### src/rtl/csa_mult_pkg.sv
// Shared types and sizing for the iterative carry-save multiplier.
package csa_mult_pkg;

  localparam int MULT_N = 16;
  localparam int CNT_W  = $clog2(MULT_N);
  localparam int PROD_W = 2 * MULT_N;

  typedef enum logic [1:0] {
    ST_IDLE    = 2'd0,
    ST_ACCUM   = 2'd1,
    ST_RESOLVE = 2'd2,
    ST_HOLD    = 2'd3
  } state_t;

  // Bit index width for an n-bit operand; never narrower than one bit.
  function automatic int cnt_width(input int n);
    return (n < 2) ? 1 : $clog2(n);
  endfunction

endpackage

### src/rtl/csa_seq_mult_csa.sv
// Bitwise 3:2 carry-save compressor. The carry out of the top bit is dropped,
// so only the lower WIDTH-1 majority bits are ever formed.
module csa_seq_mult_csa #(
  parameter int WIDTH = 32
) (
  input  logic [WIDTH-1:0] x,
  input  logic [WIDTH-1:0] y,
  input  logic [WIDTH-1:0] z,
  output logic [WIDTH-1:0] s,
  output logic [WIDTH-1:0] c
);

  logic [WIDTH-2:0] maj;

  assign s   = x ^ y ^ z;
  assign maj = (x[WIDTH-2:0] & y[WIDTH-2:0]) |
               (x[WIDTH-2:0] & z[WIDTH-2:0]) |
               (y[WIDTH-2:0] & z[WIDTH-2:0]);
  assign c   = {maj, 1'b0};

endmodule

### src/rtl/csa_seq_mult.sv
// Iterative unsigned N x N multiplier: one partial product per cycle is folded
// into a redundant sum/carry pair, then a single carry-propagate add resolves it.
//
// state   | meaning
// IDLE    | waiting for operands, in_ready high
// ACCUM   | N cycles of partial-product accumulation through the CSA
// RESOLVE | one cycle: p <= S + C, raise out_valid
// HOLD    | product presented until out_ready handshake
module csa_seq_mult
  import csa_mult_pkg::*;
#(
  parameter int N = MULT_N
) (
  input  logic           clk,
  input  logic           rst,
  input  logic           in_valid,
  output logic           in_ready,
  input  logic [N-1:0]   a,
  input  logic [N-1:0]   b,
  input  logic           clear,
  output logic           busy,
  output logic           out_valid,
  input  logic           out_ready,
  output logic [2*N-1:0] p
);

  localparam int PW = 2 * N;
  localparam int CW = cnt_width(N);
  localparam logic [CW-1:0] CNT_LAST = CW'(N - 1);

  state_t          state_q, state_d;
  logic [N-1:0]    a_q, a_d;
  logic [N-1:0]    b_q, b_d;
  logic [PW-1:0]   s_q, s_d;
  logic [PW-1:0]   c_q, c_d;
  logic [CW-1:0]   cnt_q, cnt_d;
  logic [PW-1:0]   p_q, p_d;
  logic            out_valid_q, out_valid_d;

  logic [PW-1:0]   pp;
  logic [PW-1:0]   csa_s;
  logic [PW-1:0]   csa_c;

  // Partial product for the current multiplier bit.
  always_comb begin
    pp = '0;
    if (b_q[cnt_q]) pp = PW'(a_q) << cnt_q;
  end

  csa_seq_mult_csa #(.WIDTH(PW)) u_csa (
    .x (s_q),
    .y (c_q),
    .z (pp),
    .s (csa_s),
    .c (csa_c)
  );

  // Next-state and datapath update; clear overrides every other transition.
  always_comb begin
    state_d     = state_q;
    a_d         = a_q;
    b_d         = b_q;
    s_d         = s_q;
    c_d         = c_q;
    cnt_d       = cnt_q;
    p_d         = p_q;
    out_valid_d = out_valid_q;
    if (clear) begin
      state_d     = ST_IDLE;
      out_valid_d = 1'b0;
    end else begin
      case (state_q)
        ST_IDLE: begin
          if (in_valid) begin
            a_d     = a;
            b_d     = b;
            s_d     = '0;
            c_d     = '0;
            cnt_d   = '0;
            state_d = ST_ACCUM;
          end
        end
        ST_ACCUM: begin
          s_d   = csa_s;
          c_d   = csa_c;
          cnt_d = cnt_q + CW'(1);
          if (cnt_q == CNT_LAST) state_d = ST_RESOLVE;
        end
        ST_RESOLVE: begin
          p_d         = s_q + c_q;
          out_valid_d = 1'b1;
          state_d     = ST_HOLD;
        end
        ST_HOLD: begin
          if (out_ready) begin
            out_valid_d = 1'b0;
            state_d     = ST_IDLE;
          end
        end
        default: state_d = ST_IDLE;
      endcase
    end
  end

  // State and datapath registers; reset discards any operation in flight.
  always_ff @(posedge clk or posedge rst) begin
    if (rst) begin
      state_q     <= ST_IDLE;
      a_q         <= '0;
      b_q         <= '0;
      s_q         <= '0;
      c_q         <= '0;
      cnt_q       <= '0;
      p_q         <= '0;
      out_valid_q <= 1'b0;
    end else begin
      state_q     <= state_d;
      a_q         <= a_d;
      b_q         <= b_d;
      s_q         <= s_d;
      c_q         <= c_d;
      cnt_q       <= cnt_d;
      p_q         <= p_d;
      out_valid_q <= out_valid_d;
    end
  end

  assign in_ready  = (state_q == ST_IDLE);
  assign busy      = (state_q == ST_ACCUM) || (state_q == ST_RESOLVE);
  assign out_valid = out_valid_q;
  assign p         = p_q;

endmodule

### config.mk
export PLATFORM = sky130hd
export DESIGN_NAME = csa_seq_mult
export DESIGN_NICKNAME = d
export VERILOG_FILES = /design/src/rtl/csa_mult_pkg.sv /design/src/rtl/csa_seq_mult_csa.sv /design/src/rtl/csa_seq_mult.sv
export SDC_FILE = /design/constraint.sdc
export NUM_CORES = 1
export LEC_CHECK = 0
export CAP_MARGIN = 20
export CORE_ASPECT_RATIO = 0.8
export CORE_MARGIN = 8
export CORE_UTILIZATION = 35
export DETAILED_ROUTE_END_ITERATION = 6
export GPL_ROUTABILITY_DRIVEN = 0
export PLACE_DENSITY = 0.57
export SLEW_MARGIN = 20
export SYNTH_ARGS = -nofsm -noshare
export SYNTH_HDL_FRONTEND = slang
export SYNTH_SLANG_ARGS = --single-unit
### constraint.sdc
create_clock -name clk -period 10.63 [get_ports clk]
set_input_delay 3.189 -clock clk [delete_from_list [all_inputs] [get_ports clk]]
set_output_delay 3.189 -clock clk [all_outputs]
set_load 0.01 [all_outputs]
=== Word-level counts from Yosys, hierarchy flattened ===
Cells that the tools add are included.
Widths: inputs -> output; s select.

* Reductions and logical operators: 9
* Magnitude comparators: 1
* Muxes and demuxes: 16
* Add/sub/neg operators: 2
* Bitwise gates (word level): 8
* Shift operators: 1
* Equal/unequal tests: 8

{| class="wikitable"
|+ Operator list
! kind !! number
|-
| $pmux 32 s2 || 2
|-
| $and 31x31->31 || 3
|-
| $mux 32 || 2
|-
| $xor 32x32->32 || 2
|-
| $or 31x31->31 || 2
|-
| $add 32x32->32 || 1
|-
| $shl 16x4->32 || 1
|-
| $reduce_and 3->1 || 3
|-
| $mux 2 || 4
|-
| $pmux 2 s4 || 1
|-
| $pmux 4 s2 || 1
|-
| $ne 3x3->1 const B || 2
|-
| $lt 4x5->1 const B || 1
|-
| $add 4x1->4 const B || 1
|-
| $bmux 1 s4 || 1
|-
| $eq 2x2->1 const B || 2
|-
| $eq 4x4->1 const B || 1
|-
| $mux 4 || 1
|-
| $reduce_and 2->1 || 2
|-
| $mux 1 || 3
|-
| $ne 3x2->1 const B || 1
|-
| $reduce_bool 3->1 || 1
|-
| $eq 2x1->1 const B || 1
|-
| $logic_not 2->1 || 1
|-
| 5 further kinds || 5
|}

* Output and inout bits: 35
* Register bits after elaboration: 135
* Bits of input ports: 37
* Logic and storage cells: 53

=== Depth between registers and ports, before layout ===
Gate-level depths: netlist of run 1.

* Depth after elaboration: 7
* Depth in mapped cells: 13

=== Cells and area by module ===
A second synthesis of run 1 with hierarchy kept.

* Cell total of the unflattened synthesis: 946
* Area, all modules: 8690.8 µm²

{| class="wikitable"
|+ By module, submodules not included
! module !! times used !! cells each !! sequential area each (µm²) !! area each (µm²)
|-
| csa_seq_mult || 1 || 912 || 3378.2 || 8035.2
|-
| csa_seq_mult_csa || 1 || 34 || 0.0 || 655.6
|}

=== Worst setup path before layout of run 1 ===
OpenSTA, ideal clock, no wires.

* Path kind: input to register
* Start: input port in_valid
* End: register a_q[10]
* Library setup time: 0.125 ns
* Cell stages on the path: 5
* Arrival time: 4.267 ns
* Data required time: 10.505 ns
* Path buffers: 2
* Path slack: 6.238 ns
* Path through: nand2_1 > or2_2 > clkbuf_1 > clkbuf_1 > mux2_2

* Longest elaborated chain between the ends: 1

{| class="wikitable"
|+ Ends and longest elaborated chain
! element !! RTL line !! RTL
|-
| start, declared || csa_seq_mult.sv:16 || <nowiki>input logic in_valid,</nowiki>
|-
| $reduce_and 3->1 (no line) || - ||
|-
| end signal, assigned || csa_seq_mult.sv:109 || <nowiki>a_q <= '0;</nowiki>
|-
| end signal, assigned || csa_seq_mult.sv:118 || <nowiki>a_q <= a_d;</nowiki>
|-
| end, declared || csa_seq_mult.sv:32 || <nowiki>logic [N-1:0] a_q, a_d;</nowiki>
|}

No other way between the ends.
A chain may end at the register's enable or synchronous reset.

=== Worst setup path after layout of run 1 ===
* Start: register state_q[0]
* End: output port busy

* Longest elaborated chain between the ends: 2
* Elaborated cells between the ends (all ways): 3
* Those cells by class: eq/ne: 2; reduce/logical: 1

{| class="wikitable"
|+ Ends and longest elaborated chain
! element !! RTL line !! RTL
|-
| start, declared || csa_seq_mult.sv:31 || <nowiki>state_t state_q, state_d;</nowiki>
|-
| start signal, assigned || csa_seq_mult.sv:117 || <nowiki>state_q <= state_d;</nowiki>
|-
| $eq 2x1->1 / $eq 2x2->1 (equally long branches) || csa_seq_mult.sv:129 || <nowiki>assign busy = (state_q == ST_ACCUM) || (state_q == ST_RESOLVE);</nowiki>
|-
| $logic_or 1x1->1 (*) || csa_seq_mult.sv:129 ||
|-
| end, declared || csa_seq_mult.sv:21 || <nowiki>output logic busy,</nowiki>
|}

Every way passes the cells marked *; elsewhere a longest branch is shown, timed or not.

==> results.txt, run 1 <==
The run finished with clean final reports. The setup slack of the worst register-to-register path came out at 7.23 ns. The count of nets after finishing is 1069. The floorplan has 51 rows. After synthesis, the netlist uses 62 different library cells.

The remaining max-slew budget at the tightest pin came out at 0.370. The worst hold path begins at p[5]$_DFFE_PP0P_. The average wire per cell in the routed design is 15.9 µm. The remaining antenna violation count after routing is 0. After synthesis the netlist holds a flip-flop and latch count of 134.

The number of global-route vias before repair came out at 6564. Data arrives at the worst endpoint at 1.76 ns. The path with the worst hold slack has its endpoint at p[5]$_DFFE_PP0P_.

Of the post-synthesis cell area, the dominant cell type holds 0.386. The clock period minus worst slack came out at 4.95 ns. Walking the worst path, the cells encountered are inv_1 > ha_1 > clkdlybuf4s50_1. After synthesis, the cell types taking the most area are dfrtp_1 (39%), fa_1 (7.1%), o21ai_0 (6.1%). The total setup buffers inserted after CTS is 0. The master of the slowest instance on the critical path is clkdlybuf4s50_1.

The worst setup path is captured at an output port. The post-cts resize count came out at 0. For this run the aggregate overflow at the end of global routing stands at 0.

The total track usage came out at 0.143. The remaining design rule violation count is 0. The die is 192 µm wide. The type of the worst setup path is register to output port. The post-synthesis net count came out at 1028. The insertion delay to the later sink of the worst-skew pair is ~0.42 ns. The number of hold-repair buffers added at the cts stage is 0. After detailed placement, the total cell area comes to 9630 µm². The clock-pin slew on the worst setup and hold paths came out at 0.06 ns. For this block, the via count after detailed routing is 6588. The synthesized area came out at between 8000 and 9000 µm². In this run the critical register-to-register path is launched from cnt_q[2]$_DFFE_PP0P_. The dominant register cell in the synthesized netlist is dfrtp_1. The mean number of vias per cell is 5.08.

In the layout the commonest cells are dfrtp_1 (134), nand2_1 (116), o21ai_0 (105). The design area came out at 10300 µm². The detailed-route wire length is 20.6 mm.

The initial antenna violation count is 0. The number of primary I/O pins is 72. The starting utilization of the core area is 0.356.

At the pin with the least slew margin, the transition time is between 0.9 and 1 ns. The total power divided by cell area came out at 232 nW/µm². The number of buffers between clock root and the deepest sink is 2. Of the cells placed in the final design, the portion with a size suffix greater than 1 is 0.107. The fraction of registers with async set or reset after synthesis is 1.00.

The worst ir drop on vdd came out at approximately 0.17 mV. The type of the tightest min-delay check is register to register. Clock tree synthesis found a total of about 130 sinks. The critical register-to-register path endpoint is s_q[14]$_DFFE_PP0P_. The final-layout setup total negative slack is 0 ns.

The peak per-stage delay on the critical path came out at about 0.54 ns. In this run the standard cell core region covers roughly 24000 µm². Yosys mapped a number of flops with a built-in enable equal to 0.

The cell sitting at the root of the clock tree is a clkbuf_16. The floorplan die height came out at 157 µm. The die area came out at around 30000 µm². The number of detailed-route iterations in the first pass came out at 5. The maximum level of the CTS H-tree is 4.

The dominant cell type by area after synthesis is dfrtp_1. The final period utilization came out at 0.465. STA classifies the critical path startpoint as a register. The final number of hold-violating endpoints came to 0. The tool flagged a number of max-cap violations equal to 0. For the final database, setup skew stands at roughly 0.013 ns. The number of diodes added for antenna fixing came out at 0. The placed wire-length estimate after detailed placement is 14.9 mm. The warning count from the yosys run is 0. The wire length of the first global-routing pass is 34.6 mm. The gate count after technology mapping came out at between 900 and 1000. The worst hold path passes through 2 cells. The layout overhead on the synthesized area came out at 18.3%.

The biggest fanout along the worst timing path came out at 4. The timing-limited maximum frequency came out at 202 MHz. The number of design-rule violations left by the first detailed-router iteration is 339. For this run, the register share of the synthesized area comes to 0.386.

Leaving out fill and tap cells, the most frequent cell in the layout is dfrtp_1. The count of final max-slew check failures came to 0. The endpoint required time on the critical path came out at approximately 7.4 ns. The number of buffers inserted by port buffering came out at 71. Entering global routing, the biggest net connects roughly 130 pins. Setup repair after global routing left no endpoint under its margin. The number of setup violations in the final report came out at 0. TritonCTS created 17 clock buffers. The synthesized area per cell came out at 9.40 µm². Summed over all cells, the static leakage comes to 0.00412 µW. TritonCTS built the clock tree.

The number of cells traversed by the worst register-to-register path came out at 8.
registers in the layout (all words and copies together), names as in the netlist:
name,count
a_q,16
c_q,31
out_valid,1
state_q,2
cnt_q,4
b_q,16
p,32
s_q,32
critical path: cells and delay by family (launching register included):
kind	cells	cell delay [ns]
adders and majority gates	1	0.30
buffers and inverters	2	0.63
DFF	1	0.42
synth_stat cells, types with 3 or more instances:
cell        n
nor2_1     34
mux2i_1    16
xor2_1     11
mux2_2     40
o211ai_1   11
a31oi_1     4
nand3_1    17
o31ai_1     4
nand4_1     5
o21ai_1     9
nand2b_1    6
nor3b_1     6
ha_1       36
a21oi_2     5
clkbuf_1   37
dfrtp_1   134
o21bai_1    3
inv_1      76
o21ai_0   105
buf_2       6
o22ai_1     4
nor3_1      8
mux4_2      4
and2_1      7
and3_1      5
nor2b_1     5
a21oi_1    41
o21a_1      4
a21o_1     14
nand2_1   116
or3_1       3
nand3b_1   61
xnor2_1    15
buf_1       9
fa_1       31
layout make-up:
type | instances | area, µm²
Fill cell | 2414 | 14100
Multi-Input combinational cell | 659 | 4840
Inverter | 76 | 290
Clock buffer | 17 | 425
Sequential cell | 134 | 3350
Timing Repair Buffer | 77 | 776
Clock inverter | 15 | 193
Tap cell | 318 | 398
logic make-up after synthesis:
family / after synthesis / share of synthesized area
compound gates: 224 / 0.157
mux: 60 / 0.0807
flops: 134 / 0.386
buf+inv: 131 / 0.0589
simple gates: 282 / 0.168
fa+ha+maj: 67 / 0.123
xor+xnor: 26 / 0.0262
per-layer routing:
layer	GRT usage	part of all wire
met1	0.210	0.52
met3	0.0332	0.046
met4	0.0334	0.0097
met2	0.209	0.42
met5	0	0
power by group:
part	internal, µW	switching (µW)	leakage (µW)
Combinational	438	550	0.00204
Sequential	661	114	0.00178
Clock	375	249	0.000295
Total	1470	913	0.00412
stage by stage:
stage / power [µW] / util / setup slack [ns] / instances / hold WS (ns)
6_report: 2390 / 0.422 / 5.68 / 1296 / 0.474
2_1_floorplan: 1460 / - / 3.86 / 924 / 0.466
5_1_grt: 2580 / 0.422 / 5.58 / 1296 / 0.506
4_1_cts: 2410 / 0.420 / 5.64 / 1295 / 0.484
3_3_place_gp: 1760 / 0.395 / 5.27 / 1263 / 0.462
3_5_place_dp: 1770 / 0.395 / 5.26 / 1263 / 0.468
worst max path at each step:
| stage | to | slack, ns | cells after the start | start |
|---|---|---|---|---|
| floorplan | a_q[0]$_DFFE_PP0P_ | 3.86 | 1 | rst |
| global placement | cnt_q[3]$_DFFE_PP0P_ | 5.27 | 6 | clear |
| detailed placement | cnt_q[3]$_DFFE_PP0P_ | 5.26 | 6 | clear |
| CTS | cnt_q[3]$_DFFE_PP0P_ | 5.64 | 6 | clear |
| global route | busy | 5.58 | 3 | state_q[0]$_DFFE_PP0P_ |
| finish | busy | 5.68 | 3 | state_q[0]$_DFFE_PP0P_ |
(Power assumes the default switching activity.)
==> run 2: changes to the inputs <==
--- a/config.mk
+++ b/config.mk
@@ -11,7 +11,7 @@
 export CORE_UTILIZATION = 35
 export DETAILED_ROUTE_END_ITERATION = 6
 export GPL_ROUTABILITY_DRIVEN = 0
-export PLACE_DENSITY = 0.57
+export PLACE_DENSITY = 0.59
 export SLEW_MARGIN = 20
 export SYNTH_ARGS = -nofsm -noshare
 export SYNTH_HDL_FRONTEND = slang
==> constraint.sdc (replaced) <==
create_clock -name clk -period 4.1 [get_ports clk]
set_input_delay 1.23 -clock clk [delete_from_list [all_inputs] [get_ports clk]]
set_output_delay 1.23 -clock clk [all_outputs]
set_load 0.01 [all_outputs]
==> results.txt, run 2 (synthesis gave the netlist of run 1 again) <==
The remaining design rule violation count is 0 (unchanged). The floorplan die height is 157 µm (unchanged). The final period utilization came out at 0.745. The remaining max-slew budget at the tightest pin was 0.479 (+0.109). The final-layout setup total negative slack is 0 ns (unchanged). The remaining antenna violation count after routing is 0 (unchanged). The horizontal extent of the die came out at 192 µm (unchanged). The average wire per cell in the routed design was 16.0 µm (+1.1%).

The total chip power is 6260 µW (+160%). The final worst slack came out at 1.05 ns (-4.64 ns). The number of setup violations in the final report is 0 (unchanged). The cell family contributing the most delay on the critical path is flip-flops. The clock skew after layout came out at 0.0127 ns (+0.000123 ns).

The timing-limited maximum frequency is roughly 330 MHz. The initial antenna violation count is 0 (unchanged). The number of detailed-route iterations in the first pass is 6 (+1). The number of clock buffers inserted by TritonCTS is 17 (unchanged). The largest net degree at the start of global routing is 103 (-20%). The master of the slowest instance on the critical path is dfrtp_1.

STA classifies the critical path endpoint as a register. The number of hold-repair buffers added at the cts stage is 0 (unchanged). The insertion delay to the later sink of the worst-skew pair was 0.42 ns (about the same).

The cell row count came out at 51 (unchanged). The static leakage power was 0.00416 µW (+0.92%). The number of global-route vias before repair is 6574 (+0.15%). The met3 routing resource usage after global routing came out at 0.0316 (-0.00155).

The starting utilization of the core area came to 0.356 (unchanged). The fraction of layout instances using a drive strength above 1 is 0.112 (+0.00420). The endpoint required time on the critical path came out at 4.38 ns (-3.06 ns).

The worst slack after detailed placement is 0.874 ns (-4.38 ns). The final number of hold-violating endpoints came out at 0 (unchanged). The total setup buffers inserted after CTS is 0 (unchanged). The number of design-rule violations left by the first detailed-router iteration is 420 (+24%).

The number of buffers inserted by port buffering came out at 71 (unchanged). The clock period minus worst slack came out at a little over 3 ns. The worst ir drop on vdd is 0.431 mV (+150%). The total number of vias is 6667 (+1.2%).

The count of final max-slew check failures was 0 (unchanged). The critical path is of the register to register type. The die area came out at 30100 µm² (unchanged). The endpoint arrival time on the critical path came out at 3.33 ns (+1.57 ns). The largest registers in the layout are p x32, s_q x32, c_q x31.

The biggest fanout along the worst timing path came out at 15 (+11). The sum of buffers and inverters on the critical path is 0 (-2). The count of nets after finishing was 1077 (+0.75%). CTS placed an instance of clkbuf_16 at the clock tree root. The post-cts resize count came out at 0 (unchanged). The peak per-stage delay on the critical path came out at 0.71 ns (+0.17 ns). The mean number of vias per cell came out at 5.11 (+0.58%). The detailed-route wire length is 20.9 mm (+1.7%).

The number of diodes added for antenna fixing is 0 (unchanged). The placed wire-length estimate after detailed placement is 15.5 mm (+4.1%). The number of clock sinks was 134 (unchanged). STA classifies the critical path startpoint as a register. The area of the placeable core is 24400 µm² (unchanged).

The total overflow reported by the global router came out at 0 (unchanged). The number of primary I/O pins came out at 72 (unchanged). The layout overhead on the synthesized area is 19.2%.

The maximum level of the CTS H-tree came out at 4 (unchanged). TritonCTS built the clock tree. The total track usage was 0.144 (+0.000846). The tightest min-delay check is of the register to register type. Leaving out fill and tap cells, the most frequent cell in the layout is dfrtp_1. The wire length of the first global-routing pass came out at 34.8 mm (+0.56%). The flow ran to the end, and the final reports show no timing, DRC or antenna violations. The total power divided by cell area is 604 nW/µm² (+160%). The global routing usage on met1 is 0.216 (+0.00656). Setup repair after global routing left no endpoint under its margin.

The critical path goes through mux4_2 > nand2_1 > a21oi_1 > or2_1 > o211ai_1 > fa_1 > nand3b_1 > o21ai_0. The layer flagged by global routing as most heavily used is met1. The number of max-cap violations came out at 0 (unchanged). The number of buffers between clock root and the deepest sink came out at 2 (unchanged).

The transition time at the pin with the least slew margin is 0.782 ns (-0.164 ns). The clock-pin slew on the worst setup and hold paths is 0.06 ns (about the same). The number of filler cells placed in the layout came out at 2418 (+0.17%). The global-route met2 utilization is 0.209 (-0.000837). The library cells used most frequently in the layout, excluding fill and tap cells, are dfrtp_1 (134), nand2_1 (116), o21ai_0 (105).
## run 2: final timing paths
kind,start,slack [ns],end,cells after the start
hold reg to reg,p[10]$_DFFE_PP0P_,0.47,p[10]$_DFFE_PP0P_,2
hold / removal,p[10]$_DFFE_PP0P_,0.47,p[10]$_DFFE_PP0P_,2
setup / recovery,cnt_q[0]$_DFFE_PP0P_,1.05,s_q[15]$_DFFE_PP0P_,8
min in group asynchronous,rst,1.28,p[3]$_DFFE_PP0P_,2
max in group asynchronous,rst,2.04,p[30]$_DFFE_PP0P_,3
setup reg to reg,cnt_q[0]$_DFFE_PP0P_,1.05,s_q[15]$_DFFE_PP0P_,8
## run 2: where the power goes
part / internal, µW / total [µW] / switching, µW
clock network: 1030 / 1630 / 600
logic: 1160 / 2630 / 1480
registers: 1720 / 1990 / 277
## run 2: metal layers
metal  routed length [µm]  up-vias
li1                     -     3285
met1                10900     3229
met2                 8880      142
met3                  981       11
met4                  100        0
met5                    0        -
## run 2: worst min-delay path, delay by kind of cell, from the launching register on
kind          cells  cell delay (ns)
flops             1             0.34
simple gates      2             0.10
## run 2: metrics by stage
step | cell area [µm²] | hold slack, ns | cells | utilization
finish | 10400 | 0.473 | 1304 | 0.425
global route | 10400 | 0.494 | 1304 | 0.425
CTS | 10400 | 0.481 | 1304 | 0.425
detailed placement | 9730 | 0.466 | 1272 | 0.399
global placement | 9730 | 0.461 | 1272 | 0.399
floorplan | 8690 | 0.466 | 924 | -
## run 2: final cells by class
type / instances / area [µm²] / area share
clock buffer: 20 / 447 / 0.0431
clock inverter: 12 / 178 / 0.0172
inverter: 76 / 289 / 0.0279
multi-input combinational: 659 / 4840 / 0.467
sequential: 134 / 3350 / 0.324
tap: 318 / 398 / 0.0384
timing repair buffer: 85 / 853 / 0.0824
==> run 3: changes to the inputs <==
--- a/config.mk
+++ b/config.mk
@@ -11,7 +11,7 @@
 export CORE_UTILIZATION = 35
 export DETAILED_ROUTE_END_ITERATION = 6
 export GPL_ROUTABILITY_DRIVEN = 0
-export PLACE_DENSITY = 0.59
+export PLACE_DENSITY = 0.57
 export SLEW_MARGIN = 20
 export SYNTH_ARGS = -nofsm -noshare
 export SYNTH_HDL_FRONTEND = slang
==> constraint.sdc (replaced) <==
create_clock -name clk -period 3.04 [get_ports clk]
set_input_delay 0.912 -clock clk [delete_from_list [all_inputs] [get_ports clk]]
set_output_delay 0.912 -clock clk [all_outputs]
set_load 0.01 [all_outputs]
==> results.txt, run 3 (synthesis gave the netlist of run 1 again) <==
The flow ran to the end, and the final reports show no timing, DRC or antenna violations. The floorplan die height came out at 157 µm (unchanged). The final number of hold-violating endpoints came out at 0 (unchanged). The static leakage power is 0.00421 µW (+1.4%). The total overflow reported by the global router is 0 (unchanged). Setup repair after global routing left no endpoint under its margin.

The number of clock buffers inserted by TritonCTS came out at 17 (unchanged). The worst slack after detailed placement came out at 0.172 ns (-0.703 ns). Leaving out fill and tap cells, the most frequent cells in the layout are dfrtp_1 (134), nand2_1 (116), o21ai_0 (105). The final period utilization came out at 0.906 (+0.161).

The number of global-route vias before repair came out at 6565 (-0.14%). The total track usage came out at 0.145 (+0.00102). The final worst slack is 0.287 ns (-0.761 ns). The maximum level of the CTS H-tree came out at 4 (unchanged). The number of buffers inserted by port buffering was 71 (unchanged). The total setup buffers inserted after CTS came to 0 (unchanged). The remaining antenna violation count after routing came out at 0 (unchanged).

The largest net degree at the start of global routing came out at 85 (-17%). The count of nets after finishing came out at 1082 (+0.46%). TritonCTS built the clock tree. The clock-pin slew on the worst setup and hold paths is 0.06 ns (about the same). The clock period minus worst slack came to 2.75 ns (-0.299 ns). The insertion delay to the later sink of the worst-skew pair came to 0.43 ns (about the same). The count of final max-slew check failures is 0 (unchanged). The final core area utilization is 0.429 (+0.00390).

The remaining design rule violation count was 0 (unchanged). The cell row count came out at 51 (unchanged). The total number of vias came out at 6639 (-0.42%). The number of clock sinks came to 134 (unchanged).

The most frequent standard cell in the layout excluding fill and tap cells is dfrtp_1. The global-route met2 utilization is 0.210 (+0.00151). The worst ir drop on vdd came out at 0.536 mV (+25%). The wire length of the first global-routing pass came out at 35.1 mm (+0.77%). The biggest fanout along the worst timing path came out at 4 (-11). The layer with the highest usage after global routing is met1. The largest registers in the layout are p x32, s_q x32, c_q x31. The met3 routing resource usage after global routing is 0.0314 (-0.000221). The total power divided by cell area came out at 825 nW/µm² (+36%). The number of primary I/O pins came to 72 (unchanged).

The transition time at the pin with the least slew margin is 0.775 ns (-0.00646 ns). The initial antenna violation count is 0 (unchanged). The tightest min-delay check is of the register to register type. The average wire per cell in the routed design is 15.8 µm (-1.4%).

The timing-limited maximum frequency is 363 MHz (+11%). The clock skew after layout came out at 0.00898 ns (-0.00373 ns). The remaining max-slew budget at the tightest pin came to 0.483 (+0.00430).

STA classifies the critical path startpoint as a register. The die area was 30100 µm² (unchanged). The number of setup violations in the final report came out at 0 (unchanged).

The cell at the root of the clock tree is clkbuf_16. The fraction of layout instances using a drive strength above 1 is 0.117 (+0.00549). The number of buffers between clock root and the deepest sink is 2 (unchanged). The horizontal extent of the die came out at 192 µm (unchanged). The critical path is of the register to register type. The final-layout setup total negative slack is 0 ns (unchanged).

The number of max-cap violations came to 0 (unchanged). The detailed-route wire length came out at 20.7 mm (-1.0%). The mean number of vias per cell is 5.07 (-0.80%). The number of diodes added for antenna fixing is 0 (unchanged).

The starting utilization of the core area is 0.356 (unchanged). The placed wire-length estimate after detailed placement was 15.6 mm (+0.80%). The number of design-rule violations left by the first detailed-router iteration came to 415 (-1.2%).

The number of detailed-route iterations in the first pass was 5 (-1). The global routing usage on met1 came out at 0.217 (+0.00133). The layout overhead on the synthesized area came out at 20.3%. The endpoint required time on the critical path was 3.35 ns (-1.03 ns). The endpoint arrival time on the critical path was 3.06 ns (-0.27 ns). The element type at the critical path end is a register. The area of the placeable core is 24400 µm² (unchanged).
## run 3: what timing repair did
item | CTS | global route
gates resized for setup | 0 | 1
hold buffers | 0 | 0
hold endpoints to repair | 0 | 0
setup endpoints to repair | 0 | 14
## run 3: metrics by stage
step | power (µW) | cells | hold slack, ns | cell area (µm²)
floorplan | 5090 | 924 | 0.466 | 8690
global placement | 6320 | 1277 | 0.460 | 9790
detailed placement | 6350 | 1277 | 0.466 | 9790
CTS | 8700 | 1309 | 0.481 | 10500
global route | 9280 | 1309 | 0.496 | 10500
finish | 8620 | 1309 | 0.471 | 10500
## run 3: report_power, final
group / switching (µW) / internal (µW)
clock network: 815 / 1500
registers: 358 / 2310
logic: 2030 / 1600
total: 3200 / 5420
## run 3: final cells by class
| cell class | count | area (µm²) |
|---|---|---|
| Inverter | 76 | 289 |
| Clock inverter | 11 | 196 |
| Timing Repair Buffer | 90 | 916 |
| Tap cell | 318 | 398 |
| Multi-Input combinational cell | 659 | 4840 |
| Sequential cell | 134 | 3350 |
| Fill cell | 2412 | 13900 |
| Clock buffer | 21 | 460 |
## run 3: metal layers
| metal | vias up | wire (µm) | share of wire |
|---|---|---|---|
| met3 | 16 | 759 | 0.037 |
| met4 | 0 | 182 | 0.0088 |
| met1 | 3205 | 11000 | 0.53 |
| met5 | - | 0 | 0 |
| met2 | 114 | 8720 | 0.42 |
| li1 | 3304 | - | - |
## run 3: worst paths after layout
path,cells past startpoint,slack (ns),startpoint,to
min,2,0.47,p[10]$_DFFE_PP0P_,p[10]$_DFFE_PP0P_
max,11,0.29,s_q[1]$_DFFE_PP0P_,p[29]$_DFFE_PP0P_
max in group asynchronous,3,1.53,rst,s_q[31]$_DFFE_PP0P_
max reg2reg,11,0.29,s_q[1]$_DFFE_PP0P_,p[29]$_DFFE_PP0P_
min reg2reg,2,0.47,p[10]$_DFFE_PP0P_,p[10]$_DFFE_PP0P_
min in group asynchronous,2,0.79,rst,p[5]$_DFFE_PP0P_
## run 3: critical path, cell delays in order (launching register included)
cell and delay, ns:
dfrtp_1 0.35, ha_1 0.18, inv_1 0.06, fa_1 0.41, nor2b_1 0.13, o21ai_1 0.10
o21ai_2 0.29, a21o_4 0.20, a221oi_4 0.09, o31ai_1 0.48, mux2i_1 0.26, nand3_1 0.08
